File: src/rtl/aes_stream_pkg.sv
// aes_stream_pkg
// Shared definitions for the AES stream controller: the 128-bit AES block
// width and the controller state encoding.
package aes_stream_pkg;

   localparam int BLK_W = 128;

   typedef enum logic [2:0] {
      S_IDLE     = 3'd0,
      S_KEY_INIT = 3'd1,
      S_KEY_WAIT = 3'd2,
      S_RD       = 3'd3,
      S_ENC      = 3'd4,
      S_ENC_WAIT = 3'd5,
      S_WR       = 3'd6,
      S_DONE     = 3'd7
   } aes_state_t;

endpackage

File: src/rtl/aes_blk_pack.sv
// aes_blk_pack
// Block buffer that converts between BUS_W-bit memory words and one 128-bit
// AES block. Word 0 is the most-significant word of the block. The same
// register gathers read words, receives the cipher result and then feeds
// write words out.
//
// Ports
//   i_clk, i_rst       clock, synchronous active-high reset
//   i_load/i_load_blk  parallel load of a whole block (cipher result)
//   i_shift_in/i_word_in  append one read word at the bottom
//   i_shift_out        drop the top word after it was written
//   o_word_out         current top word (next word to write)
//   o_blk              whole block
module aes_blk_pack
   import aes_stream_pkg::*;
#(
   parameter int BUS_W = 32
) (
   input  logic             i_clk,
   input  logic             i_rst,
   input  logic             i_load,
   input  logic [BLK_W-1:0] i_load_blk,
   input  logic             i_shift_in,
   input  logic [BUS_W-1:0] i_word_in,
   input  logic             i_shift_out,
   output logic [BUS_W-1:0] o_word_out,
   output logic [BLK_W-1:0] o_blk
);

   logic [BLK_W-1:0] r_blk;
   logic [BLK_W-1:0] w_word_ext;

   assign w_word_ext = BLK_W'(i_word_in);

   // Words enter at the bottom, so after all of them the first sits on top.
   always_ff @(posedge i_clk) begin
      if (i_rst) begin
         r_blk <= '0;
      end else if (i_load) begin
         r_blk <= i_load_blk;
      end else if (i_shift_in) begin
         r_blk <= (r_blk << BUS_W) | w_word_ext;
      end else if (i_shift_out) begin
         r_blk <= r_blk << BUS_W;
      end
   end

   assign o_word_out = r_blk[BLK_W-1 -: BUS_W];
   assign o_blk      = r_blk;

endmodule

File: src/rtl/aes_stream_ctrl.sv
// aes_stream_ctrl
// Streams num_blocks 128-bit blocks from memory through an external aes_core
// and writes the results back. ECB by default; CBC chaining is built only
// when the macro AES_STREAM_CBC_EN is defined (otherwise mode and iv are
// ignored).
//
// Ports
//   aes_clk, aes_rst                     clock, synchronous active-high reset
//   start, num_blocks, rd/wr_addr_start, mode, iv   job setup, latched at start
//   mem_rd_*                             read request/ack handshake
//   mem_wr_*                             write request/ack handshake
//   core_init, core_next, core_ready, core_block, core_result   aes_core link
//   busy, done, blocks_done, last_result status
//
// state      | meaning
// S_IDLE     | waiting for start
// S_KEY_INIT | waiting for core_ready, then pulse core_init
// S_KEY_WAIT | key expansion running
// S_RD       | reading WPB words of the current block
// S_ENC      | pulse core_next with the (chained) block
// S_ENC_WAIT | waiting for the cipher result
// S_WR       | writing WPB result words
// S_DONE     | one-cycle done pulse
module aes_stream_ctrl
   import aes_stream_pkg::*;
#(
   parameter int BUS_W  = 32,
   parameter int CNT_W  = 32,
   parameter int ADDR_W = 32
) (
   input  logic              aes_clk,
   input  logic              aes_rst,
   input  logic              start,
   input  logic [CNT_W-1:0]  num_blocks,
   input  logic [ADDR_W-1:0] rd_addr_start,
   input  logic [ADDR_W-1:0] wr_addr_start,
   input  logic              mode,
   input  logic [127:0]      iv,
   output logic              mem_rd_req,
   output logic [ADDR_W-1:0] mem_rd_addr,
   input  logic [BUS_W-1:0]  mem_rd_data,
   input  logic              mem_rd_ack,
   output logic              mem_wr_req,
   output logic [ADDR_W-1:0] mem_wr_addr,
   output logic [BUS_W-1:0]  mem_wr_data,
   input  logic              mem_wr_ack,
   output logic              core_init,
   output logic              core_next,
   input  logic              core_ready,
   output logic [127:0]      core_block,
   input  logic [127:0]      core_result,
   output logic              busy,
   output logic              done,
   output logic [CNT_W-1:0]  blocks_done,
   output logic [127:0]      last_result
);

   localparam int WPB   = BLK_W / BUS_W;
   localparam int BYTES = BUS_W / 8;

   aes_state_t        r_state, w_state_nxt;
   logic [CNT_W-1:0]  r_num_blocks, r_blocks_done, w_blk_inc;
   logic [ADDR_W-1:0] r_rd_base, r_wr_base, r_rd_off, r_wr_off;
   logic [1:0]        r_word;
   logic              r_gap, r_pulse_old;
   logic [127:0]      r_last_result;
   logic              w_start, w_rd_acc, w_wr_acc, w_capture, w_last_word;
   logic [BLK_W-1:0]  w_blk;

   assign w_blk_inc   = r_blocks_done + CNT_W'(1);
   assign w_last_word = (r_word == 2'(WPB - 1));

   always_ff @(posedge aes_clk) begin
      if (aes_rst) r_state <= S_IDLE;
      else         r_state <= w_state_nxt;
   end

   // r_gap forces req low for the cycle after an accepted ack; r_pulse_old
   // keeps the core waits from exiting in the cycle right after a pulse.
   always_comb begin
      w_state_nxt = r_state;
      busy        = 1'b1;
      done        = 1'b0;
      core_init   = 1'b0;
      core_next   = 1'b0;
      mem_rd_req  = 1'b0;
      mem_wr_req  = 1'b0;
      w_start     = 1'b0;
      w_rd_acc    = 1'b0;
      w_wr_acc    = 1'b0;
      w_capture   = 1'b0;
      case (r_state)
         S_IDLE: begin
            busy = 1'b0;
            if (start) begin
               w_start     = 1'b1;
               w_state_nxt = (num_blocks == '0) ? S_DONE : S_KEY_INIT;
            end
         end
         S_KEY_INIT: begin
            if (core_ready) begin
               core_init   = 1'b1;
               w_state_nxt = S_KEY_WAIT;
            end
         end
         S_KEY_WAIT: begin
            if (core_ready && r_pulse_old) w_state_nxt = S_RD;
         end
         S_RD: begin
            mem_rd_req = !r_gap;
            if (mem_rd_ack && !r_gap) begin
               w_rd_acc = 1'b1;
               if (w_last_word) w_state_nxt = S_ENC;
            end
         end
         S_ENC: begin
            core_next   = 1'b1;
            w_state_nxt = S_ENC_WAIT;
         end
         S_ENC_WAIT: begin
            if (core_ready && r_pulse_old) begin
               w_capture   = 1'b1;
               w_state_nxt = S_WR;
            end
         end
         S_WR: begin
            mem_wr_req = !r_gap;
            if (mem_wr_ack && !r_gap) begin
               w_wr_acc = 1'b1;
               if (w_last_word) w_state_nxt = (w_blk_inc == r_num_blocks) ? S_DONE : S_RD;
            end
         end
         S_DONE: begin
            busy        = 1'b0;
            done        = 1'b1;
            w_state_nxt = S_IDLE;
         end
         default: w_state_nxt = S_IDLE;
      endcase
   end

   always_ff @(posedge aes_clk) begin
      if (aes_rst) begin
         r_num_blocks  <= '0;
         r_blocks_done <= '0;
         r_rd_base     <= '0;
         r_wr_base     <= '0;
         r_rd_off      <= '0;
         r_wr_off      <= '0;
         r_word        <= '0;
         r_gap         <= 1'b0;
         r_pulse_old   <= 1'b0;
         r_last_result <= '0;
      end else begin
         r_gap       <= w_rd_acc | w_wr_acc;
         r_pulse_old <= !(core_init | core_next);
         if (w_start) begin
            r_num_blocks  <= num_blocks;
            r_blocks_done <= '0;
            r_rd_base     <= rd_addr_start;
            r_wr_base     <= wr_addr_start;
            r_rd_off      <= '0;
            r_wr_off      <= '0;
            r_word        <= '0;
         end
         if (w_rd_acc || w_wr_acc) r_word <= w_last_word ? 2'd0 : r_word + 2'd1;
         if (w_rd_acc) r_rd_off <= r_rd_off + ADDR_W'(BYTES);
         if (w_wr_acc) begin
            r_wr_off <= r_wr_off + ADDR_W'(BYTES);
            if (w_last_word) r_blocks_done <= w_blk_inc;
         end
         if (w_capture) r_last_result <= core_result;
      end
   end

   aes_blk_pack #(.BUS_W(BUS_W)) u_pack (
      .i_clk       (aes_clk),
      .i_rst       (aes_rst),
      .i_load      (w_capture),
      .i_load_blk  (core_result),
      .i_shift_in  (w_rd_acc),
      .i_word_in   (mem_rd_data),
      .i_shift_out (w_wr_acc),
      .o_word_out  (mem_wr_data),
      .o_blk       (w_blk)
   );

`ifdef AES_STREAM_CBC_EN
   logic         r_mode;
   logic [127:0] r_chain;

   always_ff @(posedge aes_clk) begin
      if (aes_rst) begin
         r_mode  <= 1'b0;
         r_chain <= '0;
      end else begin
         if (w_start) begin
            r_mode  <= mode;
            r_chain <= iv;
         end
         if (w_capture && r_mode) r_chain <= core_result;
      end
   end

   assign core_block = r_mode ? (w_blk ^ r_chain) : w_blk;
`else
   logic w_unused_cfg;
   assign w_unused_cfg = ^{mode, iv};
   assign core_block   = w_blk;
`endif

   // Offsets are kept modulo 2^ADDR_W so the sums wrap silently.
   assign mem_rd_addr = r_rd_base + r_rd_off;
   assign mem_wr_addr = r_wr_base + r_wr_off;
   assign blocks_done = r_blocks_done;
   assign last_result = r_last_result;

endmodule

File: config.mk
export PLATFORM = sky130hd
export DESIGN_NAME = aes_stream_ctrl
export DESIGN_NICKNAME = d
export VERILOG_FILES = /design/src/rtl/aes_stream_pkg.sv /design/src/rtl/aes_blk_pack.sv /design/src/rtl/aes_stream_ctrl.sv
export SDC_FILE = /design/constraint.sdc
export NUM_CORES = 1
export LEC_CHECK = 0
export ABC_CLOCK_PERIOD_IN_PS = 2440
export BUFFER_PORTS_ARGS = -buffer_cell sky130_fd_sc_hd__buf_2
export CAP_MARGIN = 20
export CORE_AREA = 4 4 300 302
export CTS_BUF_LIST = sky130_fd_sc_hd__clkbuf_4
export DETAILED_ROUTE_END_ITERATION = 8
export DIE_AREA = 0 0 304 306
export PLACE_DENSITY = 0.47
export SLEW_MARGIN = 10
export SYNTH_ARGS = -nofsm -noshare
export SYNTH_HDL_FRONTEND = slang
export SYNTH_SLANG_ARGS = --single-unit
export TNS_END_PERCENT = 20
File: constraint.sdc
create_clock -name aes_clk -period 2.44 [get_ports aes_clk]
set_input_delay 0.122 -clock aes_clk [delete_from_list [all_inputs] [get_ports aes_clk]]
set_output_delay 0.122 -clock aes_clk [all_outputs]
set_load 0.1 [all_outputs]
Word level (Yosys, flattened, before mapping) --
Cells that the tools add are included.
Word-level totals: flip-flop bits (word level) 455, logic and storage cells 90
Cells by class: add/sub/neg operators 6, equal/unequal tests 17, mux-type cells 38, bitwise logic cells 3, reductions and logical operators 14
Operators with widths (count):
- $mux W128 | 3
- $mux W32 | 6
- $or A128 B32 Y128 | 1
- $add A32 B3 Y32 const B | 2
- $add A32 B32 Y32 | 2
- $add A32 B1 Y32 const B | 1
- $eq A32 B32 Y1 | 1
- $logic_not A32 Y1 | 1
- $mux W3 | 10
- $pmux W3 S8 | 1
- $ne A2 B2 Y1 const B | 8
- $mux W1 | 15
- $eq A3 B3 Y1 const B | 4
- $reduce_and A8 Y1 | 1
- $eq A3 B2 Y1 const B | 2
- $mux W2 | 3
- $reduce_bool A2 Y1 | 3
- $eq A3 B1 Y1 const B | 1
- $logic_and A1 B1 Y1 | 3
- $logic_not A3 Y1 | 1
- $reduce_bool A3 Y1 | 1
- $add A2 B1 Y2 const B | 1
- $eq A2 B2 Y1 const B | 1
- $logic_not A1 Y1 | 2
- other kinds (3) | 4

Depth between registers and ports, before layout --
word-level depth 7, mapped depth 11

Modules after synthesis --
A second synthesis with hierarchy kept.
Second synthesis, totals: cell total of the unflattened synthesis 2725, area total of the unflattened synthesis 22251.3 um^2
Modules (own cells, without submodules):
- aes_stream_ctrl | times used 1, cells each 2052, area an instance 15708.8 um^2, sequential area each 6466.2 um^2
- aes_blk_pack | times used 1, cells each 673, area an instance 6542.5 um^2, sequential area each 2562.5 um^2

Worst setup path after synthesis --
Ideal clock, no wire load.
path type register to output, from register r_rd_off[6], to output port mem_rd_addr[20], arrival time 5.347 ns, setup slack -3.029 ns, cell stages (with the launch flop) 9, path through dfxtp_1 ha_1 a211oi_1 nor2_1 a211oi_1 o21bai_1 a21oi_1 o21ai_0 o311ai_0
On the way: longest elaborated chain between the ends 1
Ends and longest elaborated chain:
- start, declared | line aes_stream_ctrl.sv:63 | logic [ADDR_W-1:0] r_rd_base, r_wr_base, r_rd_off, r_wr_off;
- start signal, assigned | line aes_stream_ctrl.sv:167 | if (w_rd_acc) r_rd_off <= r_rd_off + ADDR_W'(BYTES);
- $add A32 B32 Y32 | line aes_stream_ctrl.sv:213 | assign mem_rd_addr = r_rd_base + r_rd_off;
- end, declared | line aes_stream_ctrl.sv:40 | output logic [ADDR_W-1:0] mem_rd_addr,
No other way between the ends.

Worst setup path after layout --
from register r_rd_base[6], to output port mem_rd_addr[22]
On the way: longest elaborated chain between the ends 1
Ends and longest elaborated chain:
- start, declared | line aes_stream_ctrl.sv:63
- start signal, assigned | line aes_stream_ctrl.sv:160 | r_rd_base <= rd_addr_start;
- $add A32 B32 Y32 | line aes_stream_ctrl.sv:213
No other way between the ends.

==> flow_metrics.py <==
metrics = {
    "placement": {
        "globalplace.congestion": 0.854,
        "portBuffers": 651,
        "place_ws_ps": -241,
        "dp_hpwl_mm": 74.8,
        "dpl.cell_count": 4607,
    },
    "critical_path": {
        "worstPathMaxFanout": 3,
        "crit_top_cell": "a211oi_4",
        "cp.arrival_ps": 3500,
        "slowest_delay_ps": 390,
        "critPathKind": "flip-flop to output port",
        "crit_buf_inv": 2,
        "critPathSlowestCell": "o41a_1",
        "path_cells": "ha_4 -> a211oi_4 -> nor2_4 -> buf_6 -> a211oi_4 -> or2_4 -> a31oi_4 -> o41a_1 -> a21oi_4 -> xnor2_4 -> buf_12",
        "cp_data_required_time_ps": 2320,
        "cp_top_family": "compound AO/OA/AOI/OAI gates",
        "worst_setup_path_start_kind": "flip-flop",
        "reg2reg_slack_ps": -10,
        "worst_setup_path_end_kind": "output port",
    },
    "floorplan": {
        "die_h_um": 306,
        "die_w_um": 304,
        "rows": 109,
        "initial_core_util_pct": 24.2,
        "io_pins": 781,
        "dieArea_um2": 93000,
        "core-area_um2": 87700,
    },
    "power": {
        "swShare_pct": 40.0,
        "total_leakage_power_nw": 15.8,
        "p_clk_share_pct": 29.1,
        "netSwitchingPower_mw": 10.4,
        "combPwrFrac_pct": 39.0,
        "power_mw": 26.0,
        "p_int_mw": 15.6,
        "p_seq_share_pct": 31.9,
        "p_per_area_nw_per_um2": 674,
        "ir_drop_mv": 0.844,
    },
    "finish": {
        "nets": 4681,
        "syn2layout_area_growth_pct": 81.4,
        "layout-drive-gt1-share_pct": 33.4,
        "stdcell_count": 5482,
    },
    "sta": {
        "timing.fmax_mhz": 276,
        "post-route-period-util_pct": 148,
        "timing.final.crit_period_ps": 3620,
        "layout_setup_ws_ps": -1180,
        "worst_slew_pin_slew_ps": 860,
        "finalHoldViolations": 0,
        "hold_ws_ps": 237,
        "drv_slew": 0,
        "finClkSkew_ps": 112,
        "finalSetupViolCount": 56,
        "maxSlewHeadroom_pct": 42.5,
        "rsz0062_at_grt": "yes",
    },
    "routing": {
        "via_per_inst": 4.74,
        "firstDrtPassIters": 7,
        "wire_per_inst_um": 19.2,
        "vias": 26000,
        "first_iter_violations": 1886,
        "drc": 0,
        "ant_nets": 0,
        "wl_mm": 105,
    },
    "cts": {
        "root_buffer": "clkbuf_4",
        "tritoncts": "done",
        "cts_inserted_buffers": 136,
        "htreeDepth": 4,
        "clkLatencyLatePin_ps": 1060,
        "cts_buffer_depth": 3,
        "clkTransAtPathRegs_ps": 70,
        "clkSinkCount": 451,
    },
    "synth": {
        "synth_top_area_share_pct": 42.5,
        "synth_edf_count": 0,
        "synth_area_um2": 21200,
        "ys_types": 64,
        "synth_top_area_cell": "dfxtp_1",
        "synth_area_leaders": "dfxtp_1, nand2_1, a21oi_1",
        "syn_nets": 3209,
        "synth-seq-cells": 451,
        "yosys_warnings": 0,
        "synth_flop_cell": "dfxtp_1",
        "async_flop_share_pct": 0,
        "synth_cells": 2756,
        "synth_area_per_cell_um2": 7.71,
        "synth_commonest_cells": "nand2_1, dfxtp_1, a21oi_1",
        "synth_seq_area_share_pct": 42.5,
        "synthMostInstantiatedCell": "nand2_1",
    },
    "global_route": {
        "grt_pass1_vias": 26000,
        "grt_max_degree": 131,
        "antenna_found_initial": 7,
        "grt_pass1_wl_mm": 157,
        "grtUsageTotal_pct": 21.8,
        "grt.overflow.total": 0,
    },
    "min_path": {
        "hold_class": "input pin to flip-flop",
    },
    "flow_run": {
        "cap_violations": 0,
    },
    "status": {
        "violations": "negative setup slack",
        "status": "finished with violations",
    },
}
cell families after synthesis:
| family | Yosys count | share of synthesized area, % |
|---|---|---|
| simple gates | 1259 | 25.1 |
| xor+xnor | 113 | 4.66 |
| fa+ha+maj | 62 | 3.65 |
| flops | 451 | 42.5 |
| buf+inv | 245 | 5.08 |
| compound gates | 616 | 18.4 |
| mux | 10 | 0.530 |
flip-flops by register name, summed over array words and instances (netlist names), 3 cells and up:
register / count
last_result: 128
u_pack.o_blk: 128
blocks_done: 32
r_num_blocks: 32
r_rd_base: 32
r_wr_base: 32
r_rd_off: 30
r_wr_off: 30
r_state: 3
tightest hold or removal path: cells and delay by family:
family	cells	cell delay, ps
buffers and inverters	2	620
and+or+nand+nor	2	170
AOI/OAI and AO/OA	2	270
final cells by class:
class	count	area (um2)
well taps	1165	1460
repair buffers	1564	13000
flip-flops and latches	451	9140
multi-input cells	2060	13100
fillers	8623	49200
clock buffers	190	1430
diodes	7	17.5
clock inverters	30	239
inverters	15	60.1
per-layer routing:
metal  global-route usage (%)  up-vias  wire, um
met1                     27.1    12200     44200
met5                        0        -         0
met2                     34.8      955     48300
li1                         -    12500         -
met4                     11.4        0      5290
met3                     5.76      256      7670
through the flow:
step	TNS, ps	utilization [%]	instance area (um2)
after global routing	-61060	43.9	38500
after floorplan	-20730	-	22600
after detailed placement	-2960	33.4	29300
after CTS	-54360	43.3	38000
final	-45820	43.9	38500
after global placement	-3010	33.4	29300
power groups by stage:
stage	sequential [mW]	combinational, mW	clock [mW]
floorplan	9.26	4.74	0
global placement	8.42	8.47	0
detailed placement	8.42	8.47	0
CTS	8.27	9.89	7.82
global route	8.33	10.7	8.21
finish	8.29	10.1	7.55
final timing paths:
kind                                                   start                      endpoint  cells past startpoint
worst max register to register     blocks_done[1]$_SDFF_PP0_       r_state[2]$_SDFFE_PP0P_                     10
worst min-delay path                          num_blocks[27]       r_state[1]$_SDFFE_PP0P_                      6
worst max-delay path               r_rd_base[6]$_SDFFE_PP0P_               mem_rd_addr[22]                     11
worst min register to register  last_result[92]$_SDFFE_PP0P_  last_result[92]$_SDFFE_PP0P_                      2
cells in the final DEF, fill, tap and decap left out, drive strengths merged, types with 10 or more instances in the layout:
master	n
o21a	10
mux2	10
nor3	38
ha	62
a21o	11
a21oi	326
xnor2	70
nand4	29
o211ai	12
a222oi	32
nand2b	13
inv	16
dfxtp	451
dlygate4sd3	624
clkinv	20
a211oi	15
nand2	741
nand3	52
a311oi	107
xor2	43
clkbuf	190
nor2	272
nor4	27
buf	936
o21ai	57
and4	10
and3	20
or3	20
timing repair:
action                                  CTS  global route
hold endpoints to repair                450             0
hold buffers                            628             0
resized for setup                       154            96
setup buffers                            11            13
endpoints found under the setup margin   77           182
cloned                                    0             0
pin swaps                                49            38
No activity file was read; power rests on OpenSTA's default activity.
